--- config.mk ---
export PLATFORM = sky130hd
export DESIGN_NAME = if_id_queue_flat
export DESIGN_NICKNAME = d
export VERILOG_FILES = /design/src/rtl/if_id_queue_if.sv /design/src/rtl/if_id_queue.sv /design/src/flat_wrapper.sv
export SDC_FILE = /design/constraint.sdc
export NUM_CORES = 1
export LEC_CHECK = 0
export CAP_MARGIN = 20
export CORE_ASPECT_RATIO = 1.25
export CORE_MARGIN = 5
export CORE_UTILIZATION = 55
export CTS_BUF_LIST = sky130_fd_sc_hd__clkbuf_8 sky130_fd_sc_hd__clkbuf_16
export CTS_CLUSTER_SIZE = 12
export DETAILED_ROUTE_END_ITERATION = 8
export PLACE_DENSITY = 0.9
export RECOVER_POWER = 100
export SYNTH_ARGS = -nofsm -noshare
export SYNTH_HDL_FRONTEND = slang
export SYNTH_SLANG_ARGS = --single-unit
--- constraint.sdc ---
create_clock -name clk -period 3.6 [get_ports clk]
set_input_delay 0.9 -clock clk [delete_from_list [all_inputs] [get_ports clk]]
set_output_delay 0.9 -clock clk [all_outputs]
set_load 0.05 [all_outputs]
--- src/rtl/if_id_queue_if.sv ---
// IF->ID handshake bundle: fetch side (in_*), decode side (out_*), flush/freeze.
// master = fetch/decode pair driving the queue; slave = the queue itself.
interface if_id_queue_if #(
  parameter int ADDRESS_LEN = 32
);
  logic                   flush;
  logic                   in_valid;
  logic [ADDRESS_LEN-1:0] in_pc;
  logic [ADDRESS_LEN-1:0] in_instruction;
  logic                   in_ready;
  logic                   freeze;
  logic                   out_valid;
  logic [ADDRESS_LEN-1:0] out_pc;
  logic [ADDRESS_LEN-1:0] out_instruction;

  modport master (
    output flush,
    output in_valid,
    output in_pc,
    output in_instruction,
    input  in_ready,
    output freeze,
    input  out_valid,
    input  out_pc,
    input  out_instruction
  );

  modport slave (
    input  flush,
    input  in_valid,
    input  in_pc,
    input  in_instruction,
    output in_ready,
    input  freeze,
    output out_valid,
    output out_pc,
    output out_instruction
  );
endinterface

--- src/rtl/if_id_queue.sv ---
// IF->ID decoupling FIFO: clk, rst (async, active-high), bus (if_id_queue_if.slave).
// IF_ID_BYPASS_EN: forward input straight to the head when the queue is empty.
module if_id_queue #(
  parameter int ADDRESS_LEN = 32,
  parameter int DEPTH       = 4
) (
  input  logic          clk,
  input  logic          rst,
  if_id_queue_if.slave  bus
);
  localparam int PW = $clog2(DEPTH);
  localparam logic [PW:0] CNT_FULL = DEPTH[PW:0];

  typedef struct packed {
    logic [ADDRESS_LEN-1:0] pc;
    logic [ADDRESS_LEN-1:0] instruction;
  } entry_t;

  entry_t        mem [DEPTH];
  logic [PW-1:0] wr_ptr;
  logic [PW-1:0] rd_ptr;
  logic [PW:0]   count;

  logic full;
  logic empty;
  logic byp;
  logic push;
  logic pop;
  logic wr_en;
  logic rd_en;

  assign full  = (count == CNT_FULL);
  assign empty = (count == '0);

`ifdef IF_ID_BYPASS_EN
  assign byp = empty & bus.in_valid & ~bus.flush;
`else
  assign byp = 1'b0;
`endif

  assign bus.in_ready = ~full;

  always_comb begin
    bus.out_valid       = 1'b0;
    bus.out_pc          = '0;
    bus.out_instruction = '0;
    unique case (1'b1)
      !empty: begin
        bus.out_valid       = 1'b1;
        bus.out_pc          = mem[rd_ptr].pc;
        bus.out_instruction = mem[rd_ptr].instruction;
      end
      byp: begin
        bus.out_valid       = 1'b1;
        bus.out_pc          = bus.in_pc;
        bus.out_instruction = bus.in_instruction;
      end
      default: ;
    endcase
  end

  assign push = bus.in_valid & ~full & ~bus.flush;
  assign pop  = bus.out_valid & ~bus.freeze & ~bus.flush;

  // A word forwarded and consumed in the same cycle never touches storage.
  assign wr_en = push & ~(byp & pop);
  assign rd_en = pop & ~empty;

  always_ff @(posedge clk) begin
    if (wr_en) begin
      mem[wr_ptr] <= '{pc: bus.in_pc, instruction: bus.in_instruction};
    end
  end

  always_ff @(posedge clk or posedge rst) begin
    if (rst) begin
      wr_ptr <= '0;
      rd_ptr <= '0;
      count  <= '0;
    end else if (bus.flush) begin
      wr_ptr <= '0;
      rd_ptr <= '0;
      count  <= '0;
    end else begin
      if (wr_en) wr_ptr <= wr_ptr + 1'b1;
      if (rd_en) rd_ptr <= rd_ptr + 1'b1;
      unique case ({wr_en, rd_en})
        2'b10:   count <= count + 1'b1;
        2'b01:   count <= count - 1'b1;
        default: count <= count;
      endcase
    end
  end
endmodule

--- src/flat_wrapper.sv ---
// flat-port wrapper written by rule: the top's interface ports become plain ports
module if_id_queue_flat 
#(
  parameter int ADDRESS_LEN = 32,
  parameter int DEPTH       = 4
)
  (clk, rst, bus_flush, bus_in_valid, bus_in_pc, bus_in_instruction, bus_in_ready, bus_freeze, bus_out_valid, bus_out_pc, bus_out_instruction);
  if_id_queue_if #(.ADDRESS_LEN(ADDRESS_LEN)) bus_i ();
  input  logic clk;
  input  logic rst;
  input wire logic [$bits(bus_i.flush)-1:0] bus_flush;
  input wire logic [$bits(bus_i.in_valid)-1:0] bus_in_valid;
  input wire logic [$bits(bus_i.in_pc)-1:0] bus_in_pc;
  input wire logic [$bits(bus_i.in_instruction)-1:0] bus_in_instruction;
  output wire logic [$bits(bus_i.in_ready)-1:0] bus_in_ready;
  input wire logic [$bits(bus_i.freeze)-1:0] bus_freeze;
  output wire logic [$bits(bus_i.out_valid)-1:0] bus_out_valid;
  output wire logic [$bits(bus_i.out_pc)-1:0] bus_out_pc;
  output wire logic [$bits(bus_i.out_instruction)-1:0] bus_out_instruction;
  assign bus_i.flush = bus_flush;
  assign bus_i.in_valid = bus_in_valid;
  assign bus_i.in_pc = bus_in_pc;
  assign bus_i.in_instruction = bus_in_instruction;
  assign bus_in_ready = bus_i.in_ready;
  assign bus_i.freeze = bus_freeze;
  assign bus_out_valid = bus_i.out_valid;
  assign bus_out_pc = bus_i.out_pc;
  assign bus_out_instruction = bus_i.out_instruction;
  if_id_queue #(.ADDRESS_LEN(ADDRESS_LEN), .DEPTH(DEPTH)) u_core (.clk(clk), .rst(rst), .bus(bus_i));
endmodule
# --- Word level (Yosys, flattened, before mapping) ---
# Memory sizes are Yosys's and may differ from the RTL's.
# Index checks and enable logic that the tools add are counted.
word_totals:
  latch_bits: 0
  mem_count: 1
  mem_bits_rw: 256
  wordCells: 35
  mem_bits_ro: 0
  register_bits: 7
memory_table:
  columns: ["name", "words", "word_bits", "read_ports", "rd_clocked_by_memory_dff", "wr", "line_no", "source"]
  rows:
  - ["u_core.mem", 4, 64, 1, 0, 1, "if_id_queue.sv:19", "entry_t mem [DEPTH];"]
classes:
  div: 0
  mux: 11
  n_bitwise: 9
  n_eq_ne: 3
  order_cmp: 0
  multipliers: 0
  shifts: 0
  reduce_logical: 4
  n_addsub: 4
op_table:
  columns: ["op", "n"]
  rows:
  - ["$mux 32", 2]
  - ["$mux 2", 4]
  - ["$pmux 3 s2", 1]
  - ["$and 1x1->1", 5]
  - ["$add 2x1->2 const B", 2]
  - ["$not 1->1", 4]
  - ["$reduce_bool 2->1", 2]
  - ["$add 3x1->3 const B", 1]
  - ["$eq 3x3->1 const B", 1]
  - ["$logic_not 3->1", 1]
  - ["$mux 1", 3]
  - ["$mux 3", 1]
  - ["$reduce_bool 3->1", 1]
  - ["$sub 3x1->3 const B", 1]
  - ["$eq 2x1->1 const B", 1]
  - ["$eq 2x2->1 const B", 1]

# --- Logic depth before layout (Yosys ltp) ---
logic_depth:
  word_depth: 8
  mapped_depth: 7
  mapped_depth_nobuf: 7

# --- Least setup slack after synthesis ---
# OpenSTA, ideal clock, no wires.
synth_timing:
  path_kind: "input to register"
  from: "input bus_in_valid"
  to: "memory u_core.mem[0][0] (netlist name) (enable)"
  arrival_time_ns: 2.986
  cell_stages: 4
  setup_ns: 0.429
  n_path_buf: 1
  slack_ns: 0.185
  path_cell_list: "clkbuf_1 > nand2_1 > nor2_1 > and2_1"
synth_via:
  elab_chain_cells: 4
synth_lines:
  columns: ["item", "line_no", "source"]
  rows:
  - ["start, declared", "flat_wrapper.sv:12", "input wire logic [$bits(bus_i.in_valid)-1:0] bus_in_valid;"]
  - ["$and 1x1->1 (2 in series)", "if_id_queue.sv:62", "assign push = bus.in_valid & ~full & ~bus.flush;"]
  - ["$mux 1", "if_id_queue.sv:70", "if (wr_en) begin"]
  - ["$mux 1 (implied by the code)", "if_id_queue.sv:71", "mem[wr_ptr] <= '{pc: bus.in_pc, instruction: bus.in_instruction};"]
  - ["end, declared", "if_id_queue.sv:19", null]
# Every way passes these cells.

# --- Final worst setup path ---
layout_timing:
  from: "register u_core.count[0]"
  to: "output bus_out_instruction[17]"
layout_via:
  elab_chain_cells: 2
layout_lines:
  columns: ["item", "line_no", "source"]
  rows:
  - ["start, declared", "if_id_queue.sv:22", "logic [PW:0] count;"]
  - ["start signal, assigned", "if_id_queue.sv:88", "2'b10: count <= count + 1'b1;"]
  - ["start signal, assigned", "if_id_queue.sv:89", "2'b01: count <= count - 1'b1;"]
  - ["start signal, assigned", "if_id_queue.sv:90", "default: count <= count;"]
  - ["$logic_not 3->1", "if_id_queue.sv:33", "assign empty = (count == '0);"]
  - ["$mux 32", "if_id_queue.sv:47", "unique case (1'b1)"]
  - ["end, declared", "flat_wrapper.sv:19", "output wire logic [$bits(bus_i.out_instruction)-1:0] bus_out_instruction;"]
# Every way passes these cells.

==> impl_metrics.ini <==
[yosys]
synth-edff-count = 256
synthArstFlopShare_pct = 2.66
synth_nets = 541
synth_top_flop_cell = edfxtp_1
syn-cell-area_mm2 = 0.0102
syn_inst = 467
avgSynthCellArea_um2 = 21.9
synth-seq-area-share_pct = 76.9
ys_warn_count = 0
synth.distinct_cells = 33
ys_ff_latch = 263

[routing]
routed-wl-met2_mm = 10.7
drc = 0
drt-met1-wl_mm = 7.62
wirelength_mm = 19.8
vias_per_cell = 5.75
antenna_left = 0
routedWlPerCell_um = 22.9
wl_met3_mm = 1.16
first_pass_iters = 5
drtIter0Drc = 277
top_layer = met5
vias = 4970

[clocking]
clock-sinks = 263
root_buffer = clkbuf_16
hold_buffers = 0
cts_tree = built
clockBufferDepth = 3
clk_latency_ns = 0.51
path_clk_slew_ns = 0.06
numCtsBuffers = 26
cts_max_level = 1

[placed_design]
dpl.hpwl_mm = 12.0
io_buffers = 134
place_congestion = 0.720

[worst_setup_path]
crit_slowest_cell = clkdlybuf4s50_1
crit_fanout = 42
cp_cell_sequence = nor3_2 -> inv_4 -> and2_1 -> clkdlybuf4s50_1
path_class = reg2out
critPathCaptureType = primary output
cp-start-kind = flop
required_ns = 2.70
reg2reg_depth = 5
slowest_delay_ns = 0.69
cp.arrival_ns = 2.58

[grt]
grt_pass1_vias = 5596
grt-ovfl-total = 0
grt_max_degree = 43
antenna_found_initial = 3
grt_first_pass_wirelength_mm = 31.2
grt_usage_pct = 18.5

[die]
die_h_um = 162
dieArea_mm2 = 0.0214
io_pins = 135
core_area_mm2 = 0.0182
die_x_um = 132
row_count = 55
initial_utilization_pct = 56.3

[pwr]
p_leak_nw = 4.11
p_total_mw = 7.01
max-vdd-ir-drop_uv = 393
pwr_density_cell_mw_per_mm2 = 565

[sta]
fmax_mhz = 287
clock_skew_ns = 0.00949
final_hold_viol_count = 0
slew_violations = 23
grt_setup_unrepaired = false
period_share_pct = 96.7
setup_viol = 0
worst_pin_slew_ns = 1.50
maxSlewHeadroom_pct = -0.0886
min_period_ns = 3.48
fin_tns_setup_ns = 0

[cells_and_area]
num-nets-final = 695
area_delta_synth_final_pct = 21.3
num-fill-cells = 1197
n_antenna_cell = 0
drive_gt1_share_pct = 24.5

[status]
violations = capacitance limit, slew limit
status = complete, but fails checks

[worst_hold_path]
min_path_cells = 2
holdCritPathClass = reg2reg

[run]
max-cap-violations = 1
layout make-up:
cell class	instances	area (µm²)	area share, %
Clock buffer	27	676	5.45
Clock inverter	16	61.3	0.494
Inverter	5	21.3	0.171
Multi-Input combinational cell	174	2170	17.5
Sequential cell	263	7870	63.5
Tap cell	228	285	2.30
Timing Repair Buffer	151	1320	10.7
Yosys cell counts, types with 2 or more instances:
cell type  number  area share [%]
or3_1           2            0.12
ha_1            4            0.49
nand3_1         5            0.24
inv_1           5            0.18
a21oi_1         2           0.098
and2_1         68             4.2
xor2_1          2            0.17
buf_2           9            0.44
mux4_2         64              14
buf_12          4            0.78
nor3_1          2           0.098
clkbuf_1       10            0.37
dfrtp_1         7             1.7
edfxtp_1      256              75
nor2b_1         3            0.18
nor2_1          6            0.22
nand2_1         2           0.073
state kept, by name, indices dropped and copies added (netlist names):
register / cells
u_core.rd_ptr: 2
u_core.wr_ptr: 2
u_core.count: 3
u_core.mem: 256
stage by stage:
stage	hold slack (ns)	cell area, µm²	instances	utilization, %	setup slack [ns]
finish	0.581	12400	864	68.3	0.119
global route	0.620	12400	864	68.3	0.00196
CTS	0.583	12500	864	69.1	0.0395
detailed placement	0.575	11700	818	64.6	0.351
global placement	0.551	11700	818	64.6	0.401
floorplan	0.543	10200	467	-	0.185
worst max-delay path: cells and delay by family (launching register included):
kind	cells	cell delay (ns)
buf+inv	2	0.95
flops	1	0.48
simple gates	2	0.63
layer usage:
layer / vias up / track usage, %
li1: 2196 / -
met1: 2570 / 22.7
met2: 166 / 33.6
met3: 32 / 4.26
met4: 6 / 4.26
met5: - / 0
path summary, 6_finish.rpt:
kind	from	slack (ns)	to
hold reg to reg	u_core.wr_ptr[1]	0.58	u_core.wr_ptr[1]
setup reg to reg	u_core.count[0]	0.54	u_core.mem[1][24]
min in group asynchronous	rst	0.81	u_core.wr_ptr[1]
max in group asynchronous	rst	2.53	u_core.rd_ptr[0]
hold / removal	u_core.wr_ptr[1]	0.58	u_core.wr_ptr[1]
setup / recovery	u_core.count[0]	0.12	bus_out_instruction[17]
what timing repair did:
item | 4_1_cts | 5_1_grt
setup buffers | 3 | 0
gates resized for setup | 2 | 13
cloned | 0 | 0
endpoints found under the setup margin | 55 | 13
logic make-up (layout without fill, tap and decap cells):
kind of cell	Yosys count	count (layout)	synth area share, %
buffers and inverters	30	199	1.96
and+or+nand+nor	93	93	5.46
xor gates and xnor gates	3	3	0.257
adders and majority gates	5	5	0.685
DFF	263	263	76.9
muxes	65	65	14.2
AOI/OAI and AO/OA	8	8	0.551
power breakdown:
group,total [mW],switching (mW),internal [mW]
logic,1.17,0.755,0.415
registers,3.51,0.0376,3.47
clock network,2.33,0.995,1.33
placed cells by master, fill, tap and decap left out, drive strengths merged:
master,instances
nand2,2
nor2,6
o311a,1
clkdlybuf4s50,10
o21ai,1
dlygate4sd3,68
fa,1
xor2,2
mux4,64
or4,1
xnor2,1
or3b,1
buf,36
nor2b,3
inv,19
clkinv,2
or3,2
edfxtp,256
a31oi,1
nand3b,1
a41oi,1
nand2b,1
a21o,1
and2,68
a21oi,2
nor4,1
clkbuf,64
dfrtp,7
ha,4
nand3,5
nor3,2
o311ai,1
mux2i,1
Power figures use the tool's default switching activity.
